File: src/rtl/mig_init_pkg.sv
// Shared definitions for the MIG bring-up sequencer: state encoding, retry
// low-time and the counter-width helper.
package mig_init_pkg;

    localparam logic [2:0] ST_IDLE       = 3'd0;
    localparam logic [2:0] ST_WAIT_MIG   = 3'd1;
    localparam logic [2:0] ST_WAIT_CALIB = 3'd2;
    localparam logic [2:0] ST_SETTLE     = 3'd3;
    localparam logic [2:0] ST_STABLE     = 3'd4;
    localparam logic [2:0] ST_RETRY      = 3'd5;
    localparam logic [2:0] ST_FAILED     = 3'd6;

    // Cycles the reset-timer enable is held low before another attempt.
    localparam int RETRY_LOW_CYCLES = 4;

    // Bits needed for a counter running 0 .. max_count-1.
    function automatic int cnt_width(input int max_count);
        return (max_count <= 2) ? 1 : $clog2(max_count);
    endfunction

endpackage

File: src/rtl/sync_2ff.sv
// Two-flop synchronizer for slow asynchronous level signals, WIDTH bits wide.
module sync_2ff #(
    parameter int WIDTH = 1
) (
    input  logic             i_Clock,
    input  logic             i_Reset,
    input  logic [WIDTH-1:0] i_Data,
    output logic [WIDTH-1:0] o_Data
);

    logic [WIDTH-1:0] meta_q;
    logic [WIDTH-1:0] sync_q;

    // NOTE: clocked state uses non-blocking assignments so both stages sample pre-edge values.
    always_ff @(posedge i_Clock or posedge i_Reset) begin
        if (i_Reset) begin
            meta_q <= '0;
            sync_q <= '0;
        end else begin
            meta_q <= i_Data;
            sync_q <= meta_q;
        end
    end

    assign o_Data = sync_q;

endmodule

File: src/rtl/mig_init_sequencer.sv
// DDR bring-up supervisor: PLL lock -> reset timer -> MIG calibration -> settle -> release.
// Optional macro MIG_CALIB_LOSS_RECOVERY_EN: a calibration drop in STABLE triggers a retry.
module mig_init_sequencer
    import mig_init_pkg::*;
#(
    parameter int CALIB_TIMEOUT_CYCLES = 640000,
    parameter int TIMEOUT_WIDTH        = 20,
    parameter int SETTLE_CYCLES        = 1024,
    parameter int MAX_RETRIES          = 3,
    parameter int RETRY_WIDTH          = 2
) (
    input  logic                   i_Clock,
    input  logic                   i_Reset,
    input  logic                   i_Pll_Locked,
    input  logic                   i_Mig_Reset_Released,
    input  logic                   i_Init_Calib_Complete,
    output logic                   o_Timer_Enable,
    output logic                   o_System_Reset,
    output logic                   o_Calib_Done,
    output logic                   o_Failed,
    output logic [RETRY_WIDTH-1:0] o_Retry_Count
);

    // Widen the shared counter if TIMEOUT_WIDTH is too small for either window.
    localparam int CNT_NEED = cnt_width((CALIB_TIMEOUT_CYCLES > SETTLE_CYCLES) ?
                                        CALIB_TIMEOUT_CYCLES : SETTLE_CYCLES);
    localparam int CNT_W    = (TIMEOUT_WIDTH > CNT_NEED) ? TIMEOUT_WIDTH : CNT_NEED;

    localparam logic [CNT_W-1:0]       CNT_MAX        = '1;
    localparam logic [CNT_W-1:0]       TIMEOUT_LAST   = CNT_W'(CALIB_TIMEOUT_CYCLES - 1);
    localparam logic [CNT_W-1:0]       SETTLE_LAST    = CNT_W'(SETTLE_CYCLES - 1);
    localparam logic [CNT_W-1:0]       RETRY_LOW_LAST = CNT_W'(RETRY_LOW_CYCLES - 1);
    localparam logic [RETRY_WIDTH-1:0] RETRY_MAX      = RETRY_WIDTH'(MAX_RETRIES);

    logic [1:0]             sync_out;
    logic                   lock_s;
    logic                   calib_s;
    logic [2:0]             state_q, state_d;
    logic [CNT_W-1:0]       cnt_q, cnt_d, cnt_inc;
    logic [RETRY_WIDTH-1:0] retry_q, retry_d;
    logic                   timer_en_q, sys_rst_q, calib_done_q, failed_q;

    sync_2ff #(.WIDTH(2)) u_sync (
        .i_Clock (i_Clock),
        .i_Reset (i_Reset),
        .i_Data  ({i_Init_Calib_Complete, i_Pll_Locked}),
        .o_Data  (sync_out)
    );

    assign lock_s  = sync_out[0];
    assign calib_s = sync_out[1];
    assign cnt_inc = (cnt_q == CNT_MAX) ? cnt_q : cnt_q + 1'b1;

    // NOTE: every always_comb output gets a default first so no latch is inferred.
    always_comb begin
        state_d = state_q;
        cnt_d   = '0;
        retry_d = retry_q;
        if (!lock_s && state_q != ST_FAILED) begin
            state_d = ST_IDLE;
        end else begin
            case (state_q)
                ST_IDLE:       if (lock_s) state_d = ST_WAIT_MIG;
                ST_WAIT_MIG:   if (i_Mig_Reset_Released) state_d = ST_WAIT_CALIB;
                ST_WAIT_CALIB: begin
                    // A calib rise in the timeout cycle still wins.
                    if (calib_s)                    state_d = ST_SETTLE;
                    else if (cnt_q == TIMEOUT_LAST) state_d = (retry_q < RETRY_MAX) ? ST_RETRY : ST_FAILED;
                    else                            cnt_d   = cnt_inc;
                end
                ST_SETTLE: begin
                    if (!calib_s)                  state_d = ST_WAIT_CALIB;
                    else if (cnt_q == SETTLE_LAST) state_d = ST_STABLE;
                    else                           cnt_d   = cnt_inc;
                end
                ST_STABLE: begin
`ifdef MIG_CALIB_LOSS_RECOVERY_EN
                    if (!calib_s) state_d = (retry_q < RETRY_MAX) ? ST_RETRY : ST_FAILED;
`else
                    state_d = ST_STABLE;
`endif
                end
                ST_RETRY: begin
                    if (cnt_q == RETRY_LOW_LAST) begin
                        state_d = ST_WAIT_MIG;
                        if (retry_q < RETRY_MAX) retry_d = retry_q + 1'b1;
                    end else begin
                        cnt_d = cnt_inc;
                    end
                end
                ST_FAILED: state_d = ST_FAILED;
                default:   state_d = ST_IDLE;
            endcase
        end
    end

    // Outputs are decoded from the next state so they change with the state register.
    always_ff @(posedge i_Clock or posedge i_Reset) begin
        if (i_Reset) begin
            state_q      <= ST_IDLE;
            cnt_q        <= '0;
            retry_q      <= '0;
            timer_en_q   <= 1'b0;
            sys_rst_q    <= 1'b1;
            calib_done_q <= 1'b0;
            failed_q     <= 1'b0;
        end else begin
            state_q      <= state_d;
            cnt_q        <= cnt_d;
            retry_q      <= retry_d;
            timer_en_q   <= (state_d == ST_WAIT_MIG) || (state_d == ST_WAIT_CALIB) ||
                            (state_d == ST_SETTLE)   || (state_d == ST_STABLE);
            sys_rst_q    <= (state_d != ST_STABLE);
            calib_done_q <= (state_d == ST_STABLE);
            failed_q     <= (state_d == ST_FAILED);
        end
    end

    assign o_Timer_Enable = timer_en_q;
    assign o_System_Reset = sys_rst_q;
    assign o_Calib_Done   = calib_done_q;
    assign o_Failed       = failed_q;
    assign o_Retry_Count  = retry_q;

endmodule

File: config.mk
export PLATFORM = sky130hd
export DESIGN_NAME = mig_init_sequencer
export DESIGN_NICKNAME = d
export VERILOG_FILES = /design/src/rtl/mig_init_pkg.sv /design/src/rtl/sync_2ff.sv /design/src/rtl/mig_init_sequencer.sv
export SDC_FILE = /design/constraint.sdc
export NUM_CORES = 1
export LEC_CHECK = 0
export CELL_PAD_IN_SITES_DETAIL_PLACEMENT = 1
export CELL_PAD_IN_SITES_GLOBAL_PLACEMENT = 1
export CORE_UTILIZATION = 25
export DETAILED_ROUTE_END_ITERATION = 12
export GPL_ROUTABILITY_DRIVEN = 0
export PLACE_DENSITY = 0.49
export SYNTH_ARGS = -nofsm -noshare
export SYNTH_HDL_FRONTEND = slang
export SYNTH_SLANG_ARGS = --single-unit
File: constraint.sdc
create_clock -name i_Clock -period 2.1 [get_ports i_Clock]
set_input_delay 0.42 -clock i_Clock [delete_from_list [all_inputs] [get_ports i_Clock]]
set_output_delay 0.42 -clock i_Clock [all_outputs]
set_load 0.05 [all_outputs]
==> results.toml, run 1 <==
[outcome]
status = "finished clean"

[worst_setup_path]
crit_end = "o_Calib_Done$_DFF_PP0_"
rr_endpoint = "o_Calib_Done$_DFF_PP0_"
critPathLaunchType = "flop"
cp_num_cells = 7
cp_cell_sequence = "ha_1 -> and3_2 -> and3_1 -> a31oi_2 -> o211ai_2 -> and2b_1 -> and3_2"
arrival_ps = 2170
worstSetupPathType = "flop to flop"
crit_fanout = 5
reg2reg_from = "cnt_q[1]$_DFF_PP0_"
cp.required_ps = 2280
cp_slowest_cell = "dfrtp_1"
critPathBufInv = 0
cp_slowest_stage_delay_ps = 400
critPathLaunch = "cnt_q[1]$_DFF_PP0_"
crit_family = "simple AND/OR/NAND/NOR gates"
reg2reg_slack_ps = 110
endpoint_kind = "flop"
cp_common_cell = "and3_2"
rr_worst_depth = 7

[route]
ant_nets = 0
drc = 0
vias_per_cell = 4.83
wl_um = 3910
dr.first_iter.drc_count = 36
vias = 1313
wl_per_cell_um = 14.4
firstDrtPassIters = 4

[final_layout]
final_cell_area_um2 = 2120
diodes = 0
drive_above_1_share_pct = 22.1
area_delta_synth_final_pct = 22.3
nNetsFinal = 201
post-route-util_pct = 32.4

[clock_network]
clk_path_buf_depth = 2
clkSinkCount = 33
cts_root_buf = "clkbuf_8"
cts_tree = "yes"
cts_setup_buffers = 0
clk_latency_ps = 290
ctsHoldBuffers = 0
cts_buffers = 5
ctsHtreeMaxLevel = 2
cts.clk_slew.worst_paths_ps = 70

[synthesis]
synth_edf_count = 0
ys_seq_area_share_pct = 47.8
synth_seq_cells = 33
synth_top_area_cell = "dfrtp_1"
synth_top_area_share_pct = 46.2
synth_cell_types = 43
syn_nets = 179
synthTopCellsByArea = "dfrtp_1 46%, xor2_1 6.6%, nor2_1 6.1%"
synth-async-reset-ratio_pct = 100
syn_inst = 172
post_synth.cell_area_avg_um2 = 10.1
ys_warn_count = 0
syn_area_um2 = 1730
yosys.cell_count.top_type = "dfrtp_1"
synth-main-ff-cell = "dfrtp_1"
synth_common_cells = "32 x dfrtp_1, 28 x nor2_1, 14 x nand3_1"

[global_route]
grt_first_pass_wirelength_um = 6770
grt_usage_pct = 12.1
grt_max_degree = 34
gr-total-overflow = 0
antenna_found_initial = 0
grt_pass1_vias = 1345

[die]
std_cell_rows = 29
core_um2 = 6530
die_h_um = 85.2
die_area_um2 = 7260
io_pins = 11
start_util_pct = 26.5
fp.dieW_um = 85.2

[job]
cap_violations = 0

[power_and_ir_drop]
leakagePower_nw = 0.904
pwr-share-seq_pct = 48.0
switching_share_pct = 23.6
p_int_mw = 1.04
power_frac_comb_pct = 7.1
ir_drop_v = 0.000269
p_per_area_nw_per_um2 = 644
power.share.clock_pct = 44.9
switching_power_uw = 322

[worst_hold_path]
hp-class = "flop to flop"

[sta]
maxSlewViolCount = 0
fin_ws_ps = 107
relSlewSlack_pct = 66.1
fin_crit_ps = 1990
skew_ps = 3.63
worst-slew-pin-transition_ps = 506
rsz0062_at_grt = "true"
finalHoldViolCount = 0
fmax_mhz = 502
setup-tns-final_ps = 0
setup_viol = 0
post-route-period-util_pct = 94.9

[placement]
dp_slack_ps = 62.6
postPlaceCellArea_um2 = 1990
dp_hpwl_um = 2870
port_buffers = 10
## layout make-up
cell class	instances	area, um2
Clock buffer	5	68.8
Clock inverter	3	46.3
Fill cell	759	4410
Inverter	4	15.0
Multi-Input combinational cell	131	887
Sequential cell	33	827
Tap cell	77	96.3
Timing Repair Buffer	19	178
## sequential cells by signal (all words and copies together), names as in the netlist
signal and count:
o_Timer_Enable 1, state_q 3, u_sync.o_Data 2, u_sync.meta_q 2
o_Failed 1, o_Calib_Done 1, cnt_q 20, o_System_Reset 1
o_Retry_Count 2
## through the flow
stage                     total power, mW  hold slack, ps  std cells
after global routing                 1.43             362        272
after global placement              0.763             333        264
after floorplan                     0.731             331        172
after detailed placement            0.765             340        264
after CTS                            1.40             359        272
final                                1.36             355        272
## worst register-to-register path, cell delays in order (launching register included)
cell and delay (ps):
dfrtp_1 400, ha_1 210, and3_2 230, and3_1 260, a31oi_2 210, o211ai_2 150
and2b_1 210, and3_2 210
## cells by family after synthesis
logic type	after synthesis	share of synthesized area, %
flops	33	47.8
compound gates	16	7.66
mux	4	2.46
xor+xnor	18	9.10
buf+inv	8	2.02
fa+ha+maj	2	1.44
simple gates	91	29.6
## metal layers
metal  track usage, %  up-vias  share of wire, %
li1                 -      642                 -
met1             16.7      654                50
met2             18.3       11                46
met3             2.92        6               2.3
met4             4.62        0               1.6
met5                0        -                 0
## placed cells by master, fill, tap and decap left out, drive strengths merged, types with 3 or more instances in the layout
cell           netlist  layout
nor2                28      28
buf                  4      10
nand2               12      12
xnor2                5       5
clkdlybuf4s50        0       9
nand4                4       4
a21oi                3       3
and3                11      11
nor2b                4       4
inv                  4       4
dfrtp               32      32
nand3               15      15
o21ai                3       3
xor2                13      13
and4                 3       3
clkbuf               0       5
or2                  3       3
nor4                 5       5
## worst min path at each step
stage                                     from                    endpoint  slack (ps)  cells past startpoint
floorplan           u_sync.meta_q[0]$_DFF_PP0_  u_sync.o_Data[0]$_DFF_PP0_         330                      0
global route        u_sync.meta_q[1]$_DFF_PP0_  u_sync.o_Data[1]$_DFF_PP0_         360                      0
detailed placement  u_sync.meta_q[1]$_DFF_PP0_  u_sync.o_Data[1]$_DFF_PP0_         340                      0
finish              u_sync.meta_q[1]$_DFF_PP0_  u_sync.o_Data[1]$_DFF_PP0_         360                      0
CTS                 u_sync.meta_q[1]$_DFF_PP0_  u_sync.o_Data[1]$_DFF_PP0_         360                      0
global placement    u_sync.meta_q[0]$_DFF_PP0_  u_sync.o_Data[0]$_DFF_PP0_         330                      0
## power by group through the flow
stage / Combinational (mW) / Clock, mW / Sequential [mW]
floorplan: 0.0563 / 0 / 0.674
global placement: 0.0973 / 0 / 0.666
detailed placement: 0.0982 / 0 / 0.667
CTS: 0.0984 / 0.645 / 0.654
global route: 0.107 / 0.673 / 0.655
finish: 0.0968 / 0.613 / 0.654
## repair_timing
item,4_1_cts,5_1_grt
setup endpoints to repair,0,23
gates resized for setup,0,4
hold endpoints to repair,0,0
Note: power is estimated with default switching activity, not from simulation.
==> run 2: changes to the inputs <==
--- a/config.mk
+++ b/config.mk
@@ -10,6 +10,7 @@
 export CORE_UTILIZATION = 25
 export DETAILED_ROUTE_END_ITERATION = 12
 export GPL_ROUTABILITY_DRIVEN = 0
+export GPL_TIMING_DRIVEN = 0
 export PLACE_DENSITY = 0.49
 export SYNTH_ARGS = -nofsm -noshare
 export SYNTH_HDL_FRONTEND = slang
==> run 2 against run 1 <==
Compared with the run above:
- final area is 1.1% lower
- worst setup slack worse by 22 ps
- clock power is 21% higher
- total power is 9.5% higher
- routed wire length is 4.3% higher
- largest power group is now clock
- critical path depth is 6 lower
- core utilization is 0.36 points lower
==> results.toml, run 2 (synthesized netlist as in run 1, its figures left out) <==
[route]
vias = 1322
drc = 0
dr.first_iter.drc_count = 87
ant_nets = 0
wl_per_cell_um = 15.2
firstDrtPassIters = 4
vias_per_cell = 4.93
wl_um = 4070

[sta]
maxSlewViolCount = 0
worst-slew-pin-transition_ps = 710
fin_crit_ps = 2010
relSlewSlack_pct = 52.6
finalHoldViolCount = 0
post-route-period-util_pct = 95.9
skew_ps = 9.66
rsz0062_at_grt = "true"
fmax_mhz = 496
setup_viol = 0

[worst_setup_path]
cp_slowest_stage_delay_ps = 790
endpoint_kind = "primary output"
cp_slowest_cell = "clkdlybuf4s50_1"
worstSetupPathType = "flop to primary output"
critPathLaunchType = "flop"
arrival_ps = 1590
crit_family = "buffers and inverters"
critPathBufInv = 1
cp_cell_sequence = "clkdlybuf4s50_1"
crit_fanout = 1
cp.required_ps = 1680

[global_route]
antenna_found_initial = 0
grt_pass1_vias = 1449
gr-total-overflow = 0
grt_max_degree = 34
grt_usage_pct = 13.2
grt_first_pass_wirelength_um = 7270

[die]
io_pins = 11
fp.dieW_um = 85.2
die_h_um = 85.2
std_cell_rows = 29
die_area_um2 = 7260
start_util_pct = 26.5
core_um2 = 6530

[clock_network]
ctsHoldBuffers = 0
clk_latency_ps = 290
cts_root_buf = "clkbuf_8"
cts_buffers = 5
clkSinkCount = 33
ctsHtreeMaxLevel = 2
cts_tree = "yes"
cts.clk_slew.worst_paths_ps = 70
clk_path_buf_depth = 2

[final_layout]
largest_reg_flops = 20
post-route-util_pct = 32.1
final_common_cell = "dfrtp_1"
fillers = 744
drive_above_1_share_pct = 19.9
area_delta_synth_final_pct = 21.0
nNetsFinal = 197
stdcell_count = 268
regMostFlops = "cnt_q"
mostFrequentLayoutCells = "31 x dfrtp_1, 28 x nor2_1, 14 x nand3_1"
diodes = 0
largestRegisters = "cnt_q: 20 flops, state_q: 3 flops"

[power_and_ir_drop]
p_per_area_nw_per_um2 = 713
leakagePower_nw = 0.883
ir_drop_v = 0.000362
p_total_mw = 1.49

[placement]
place_inst = 259
port_buffers = 10
dp_hpwl_um = 3030

[outcome]
status = "finished clean"

[job]
cap_violations = 0

[worst_hold_path]
hp-class = "flop to flop"
## run 2: stage by stage
step           hold slack [ps]  area, um2  setup slack [ps]  setup TNS [ps]
3_5_place_dp               339       1930             -44.9           -44.9
3_3_place_gp               341       1930             -4.09           -4.09
6_report                   356       2090              85.5               0
5_1_grt                    361       2090             -59.4            -778
4_1_cts                    358       2070              12.5               0
2_1_floorplan              331       1730               197               0
## run 2: repair_timing
action                     4_1_cts  5_1_grt
setup endpoints to repair        1       24
gates cloned                     0        0
gates resized for setup          0        7
buffers inserted                 1        0
pin swaps                        2        0
## run 2: final timing paths
kind,startpoint,endpoint,slack [ps],cells past startpoint
min,u_sync.meta_q[0]$_DFF_PP0_,u_sync.o_Data[0]$_DFF_PP0_,360,0
max reg2reg,cnt_q[0]$_DFF_PP0_,o_Calib_Done$_DFF_PP0_,100,7
min in group asynchronous,i_Reset,o_Timer_Enable$_DFF_PP0_,560,2
max,o_System_Reset$_DFF_PP1_,o_System_Reset,90,1
min reg2reg,u_sync.meta_q[0]$_DFF_PP0_,u_sync.o_Data[0]$_DFF_PP0_,360,0
max in group asynchronous,i_Reset,cnt_q[0]$_DFF_PP0_,1040,2
## run 2: where the power goes
part | switching [mW] | total, mW | leakage [nW] | internal (mW)
sequential | 0.00871 | 0.655 | 0.444 | 0.646
combinational | 0.0587 | 0.0969 | 0.370 | 0.0382
clock | 0.264 | 0.742 | 0.0687 | 0.478
## run 2: layer usage
layer / vias to the layer above / track usage, % / share of wire, %
met1: 671 / 17.2 / 49
met5: - / 0 / 0
met2: 12 / 20.7 / 47
met3: 4 / 4.47 / 2.9
li1: 635 / - / -
met4: 0 / 4.01 / 0.83
## run 2: cell type report
| class | instances | area, um2 | area share, % |
|---|---|---|---|
| buffer | 4 | 27.5 | 1.31 |
| sequential | 33 | 828 | 39.5 |
| clock buffer | 5 | 68.8 | 3.29 |
| inverter | 4 | 15.0 | 0.717 |
| clock inverter | 3 | 68.8 | 3.29 |
| timing repair buffer | 11 | 108 | 5.14 |
| tap | 77 | 96.3 | 4.60 |
| multi-input combinational | 131 | 882 | 42.1 |
==> run 3: changes to the inputs <==
--- a/config.mk
+++ b/config.mk
@@ -5,13 +5,15 @@
 export SDC_FILE = /design/constraint.sdc
 export NUM_CORES = 1
 export LEC_CHECK = 0
+export ABC_AREA = 1
 export CELL_PAD_IN_SITES_DETAIL_PLACEMENT = 1
 export CELL_PAD_IN_SITES_GLOBAL_PLACEMENT = 1
 export CORE_UTILIZATION = 25
 export DETAILED_ROUTE_END_ITERATION = 12
 export GPL_ROUTABILITY_DRIVEN = 0
 export GPL_TIMING_DRIVEN = 0
-export PLACE_DENSITY = 0.49
+export PLACE_DENSITY = 0.52
+export SETUP_SLACK_MARGIN = 0.02
 export SYNTH_ARGS = -nofsm -noshare
 export SYNTH_HDL_FRONTEND = slang
 export SYNTH_SLANG_ARGS = --single-unit
==> constraint.sdc (replaced) <==
create_clock -name i_Clock -period 1.8 [get_ports i_Clock]
set_input_delay 0.36 -clock i_Clock [delete_from_list [all_inputs] [get_ports i_Clock]]
set_output_delay 0.36 -clock i_Clock [all_outputs]
set_load 0.05 [all_outputs]
==> run 3 against run 2 <==
Compared with the run above:
- core utilization is 3.9 points higher
- clock skew is 4.2 ps lower
- worst setup slack worse by 12 ps
- sequential power is 16% higher
- non-clock buffer count is 18 higher
- total power is 3.6% lower
- highest routed layer unchanged
- largest cell class unchanged
==> results.toml, run 3 <==
[power_and_ir_drop]
p_int_mw = 1.06
power_frac_comb_pct = 7.5
pwr-share-seq_pct = 52.9
switching_share_pct = 26.5
p_per_area_nw_per_um2 = 552
ir_drop_v = 0.000321
power.share.clock_pct = 39.7
p_total_mw = 1.44
leakagePower_nw = 1.28
switching_power_uw = 382

[worst_setup_path]
cp_common_cell = "nand2_1"
critPathLaunchType = "flop"
cp_slowest_cell = "dfrtp_1"
reg2reg_slack_ps = 70
crit_fanout = 7
cp_slowest_stage_delay_ps = 410
arrival_ps = 1910
cp.required_ps = 1980
worstSetupPathType = "flop to flop"
endpoint_kind = "flop"
cp_cell_sequence = "ha_4 -> nand3_4 -> nor2_8 -> nand3_2 -> nand2_1 -> nand2_1 -> a21oi_2 -> nand2_2 -> nand2_4 -> nand2_1 -> nand2_1 -> nand2_2"

[die]
die_h_um = 88.6
std_cell_rows = 31
start_util_pct = 25.9
core_um2 = 7250
die_area_um2 = 7850
fp.dieW_um = 88.6
io_pins = 11

[final_layout]
drive_above_1_share_pct = 39.3
final_common_cell = "nand2_1"
regMostFlops = "cnt_q"
mostFrequentLayoutCells = "34 x nand2_1, 25 x dfrtp_1, 24 x inv_1"
nNetsFinal = 281
largest_reg_flops = 20
diodes = 0
largestRegisters = "cnt_q: 20 flops, state_q: 3 flops"
final_cell_area_um2 = 2610
fillers = 858
area_delta_synth_final_pct = 39.2

[sta]
setup_viol = 0
relSlewSlack_pct = 50.2
rsz0062_at_grt = "true"
worst-slew-pin-transition_ps = 746
skew_ps = 5.48
post-route-period-util_pct = 95.9
fin_crit_ps = 1730
maxSlewViolCount = 0
fmax_mhz = 579
finalHoldViolCount = 0

[global_route]
grt_first_pass_wirelength_um = 8420
grt_max_degree = 19
grt_usage_pct = 14.4
antenna_found_initial = 0
gr-total-overflow = 0
grt_pass1_vias = 1687

[synthesis]
synthTopCellsByArea = "dfrtp_1 43%, nand2_1 9.4%, nor2_1 5.8%"
syn_nets = 243
synth_top_family_by_area = "simple AND/OR/NAND/NOR gates"
syn_area_um2 = 1880
synth-async-reset-ratio_pct = 100
synth_common_cells = "47 x nand2_1, 32 x dfrtp_1, 29 x nor2_1"
post_synth.cell_area_avg_um2 = 7.95
synth_seq_cells = 33
syn_inst = 236
synth_top_area_share_pct = 42.7
yosys.cell_count.top_type = "nand2_1"
post_synth_and_or_nand_nor_area_fraction_pct = 35.1
ys_seq_area_share_pct = 44.1
synth_top_area_cell = "dfrtp_1"
synth_cell_types = 33
synth_compound_area_share_pct = 8.14
synth_edf_count = 0
ys_warn_count = 0
synth-main-ff-cell = "dfrtp_1"
synth-xor-area-share_pct = 3.27
synth_adder_area_share_pct = 1.33
synthMuxAreaShare_pct = 0.600

[route]
drc = 0
firstDrtPassIters = 4
wl_um = 5270
ant_nets = 0
dr.first_iter.drc_count = 47
vias_per_cell = 4.55
wl_per_cell_um = 14.1
vias = 1702

[worst_hold_path]
hp-class = "flop to flop"

[clock_network]
ctsHtreeMaxLevel = 2
cts_tree = "yes"
clkSinkCount = 33
cts_root_buf = "clkbuf_8"
cts_buffers = 5
cts.clk_slew.worst_paths_ps = 80
clk_latency_ps = 290
clk_path_buf_depth = 2

[placement]
postPlaceCellArea_um2 = 2130
dp_hpwl_um = 3790
port_buffers = 10

[job]
cap_violations = 0

[outcome]
status = "finished clean"
==> run 3: changes by cell type after synthesis, moves of 6 or more <==
cell     before  now
nand2_1      12   47
nand2_2       0    7
nand3_1      14   20
xor2_1       13    5
nor3_1        1    9
and3_2        6    0
a21oi_1       2   11
inv_1         4   26
==> run 3: critical path, delay by kind of cell, from the launching register on <==
kind / cells / cell delay [ps]
fa+ha+maj: 1 / 180
compound gates: 1 / 150
flops: 1 / 410
simple gates: 10 / 890
==> run 3: what timing repair did <==
action | 4_1_cts | 5_1_grt
setup buffers | 4 | 16
endpoints found under the setup margin | 27 | 28
hold buffers | 0 | 0
resized for setup | 12 | 60
pin swaps | 5 | 15
==> run 3: power groups by stage <==
| stage | registers, mW | logic [mW] | clock network [mW] |
|---|---|---|---|
| global route | 0.763 | 0.121 | 0.614 |
| CTS | 0.761 | 0.0981 | 0.593 |
| global placement | 0.776 | 0.0876 | 0 |
| floorplan | 0.783 | 0.0476 | 0 |
| finish | 0.761 | 0.108 | 0.571 |
| detailed placement | 0.775 | 0.0946 | 0 |
==> run 3: path summary, 6_finish.rpt <==
kind,start,to,cells past startpoint
worst max-delay path,cnt_q[0]$_DFF_PP0_,o_Timer_Enable$_DFF_PP0_,12
worst min-delay path,u_sync.meta_q[0]$_DFF_PP0_,u_sync.o_Data[0]$_DFF_PP0_,0
worst max register to register,cnt_q[0]$_DFF_PP0_,o_Timer_Enable$_DFF_PP0_,12
worst min register to register,u_sync.meta_q[0]$_DFF_PP0_,u_sync.o_Data[0]$_DFF_PP0_,0
max in group asynchronous,i_Reset,cnt_q[6]$_DFF_PP0_,3
min in group asynchronous,i_Reset,o_Retry_Count[1]$_DFFE_PP0P_,2
==> run 3: area by class of cell <==
type / count / area [um2] / area share (%)
multi-input combinational: 168 / 1130 / 43.5
sequential: 33 / 836 / 32.0
timing repair buffer: 31 / 278 / 10.6
inverter: 33 / 130 / 4.98
tap: 99 / 124 / 4.74
clock buffer: 5 / 68.8 / 2.64
buffer: 2 / 22.5 / 0.862
clock inverter: 3 / 17.5 / 0.671
==> run 3: layer usage <==
layer / up-vias / share of wire [%] / track usage [%]
met5: - / 0 / 0
met4: 0 / 1.4 / 4.84
met3: 6 / 1.4 / 2.33
met2: 9 / 50 / 23.4
met1: 831 / 47 / 19.5
li1: 856 / - / -
==> run 3: through the flow <==
stage          setup TNS (ps)  std cells  setup slack (ps)  utilization, %  hold slack, ps
2_1_floorplan               0        236               194               -             331
3_3_place_gp            -7360        345              -186            28.9             335
3_5_place_dp            -1370        346             -87.1            29.3             336
4_1_cts                     0        358              21.4            31.3             354
5_1_grt                  -224        374             -60.3            36.0             365
6_report                    0        374              73.5            36.0             352
==> run 3: cells by family (layout without fill, tap and decap cells) <==
group,count (synthesis),in the layout
flops,33,33
fa+ha+maj,2,2
mux,1,1
compound gates,26,26
simple gates,132,132
buf+inv,35,74
xor+xnor,7,7
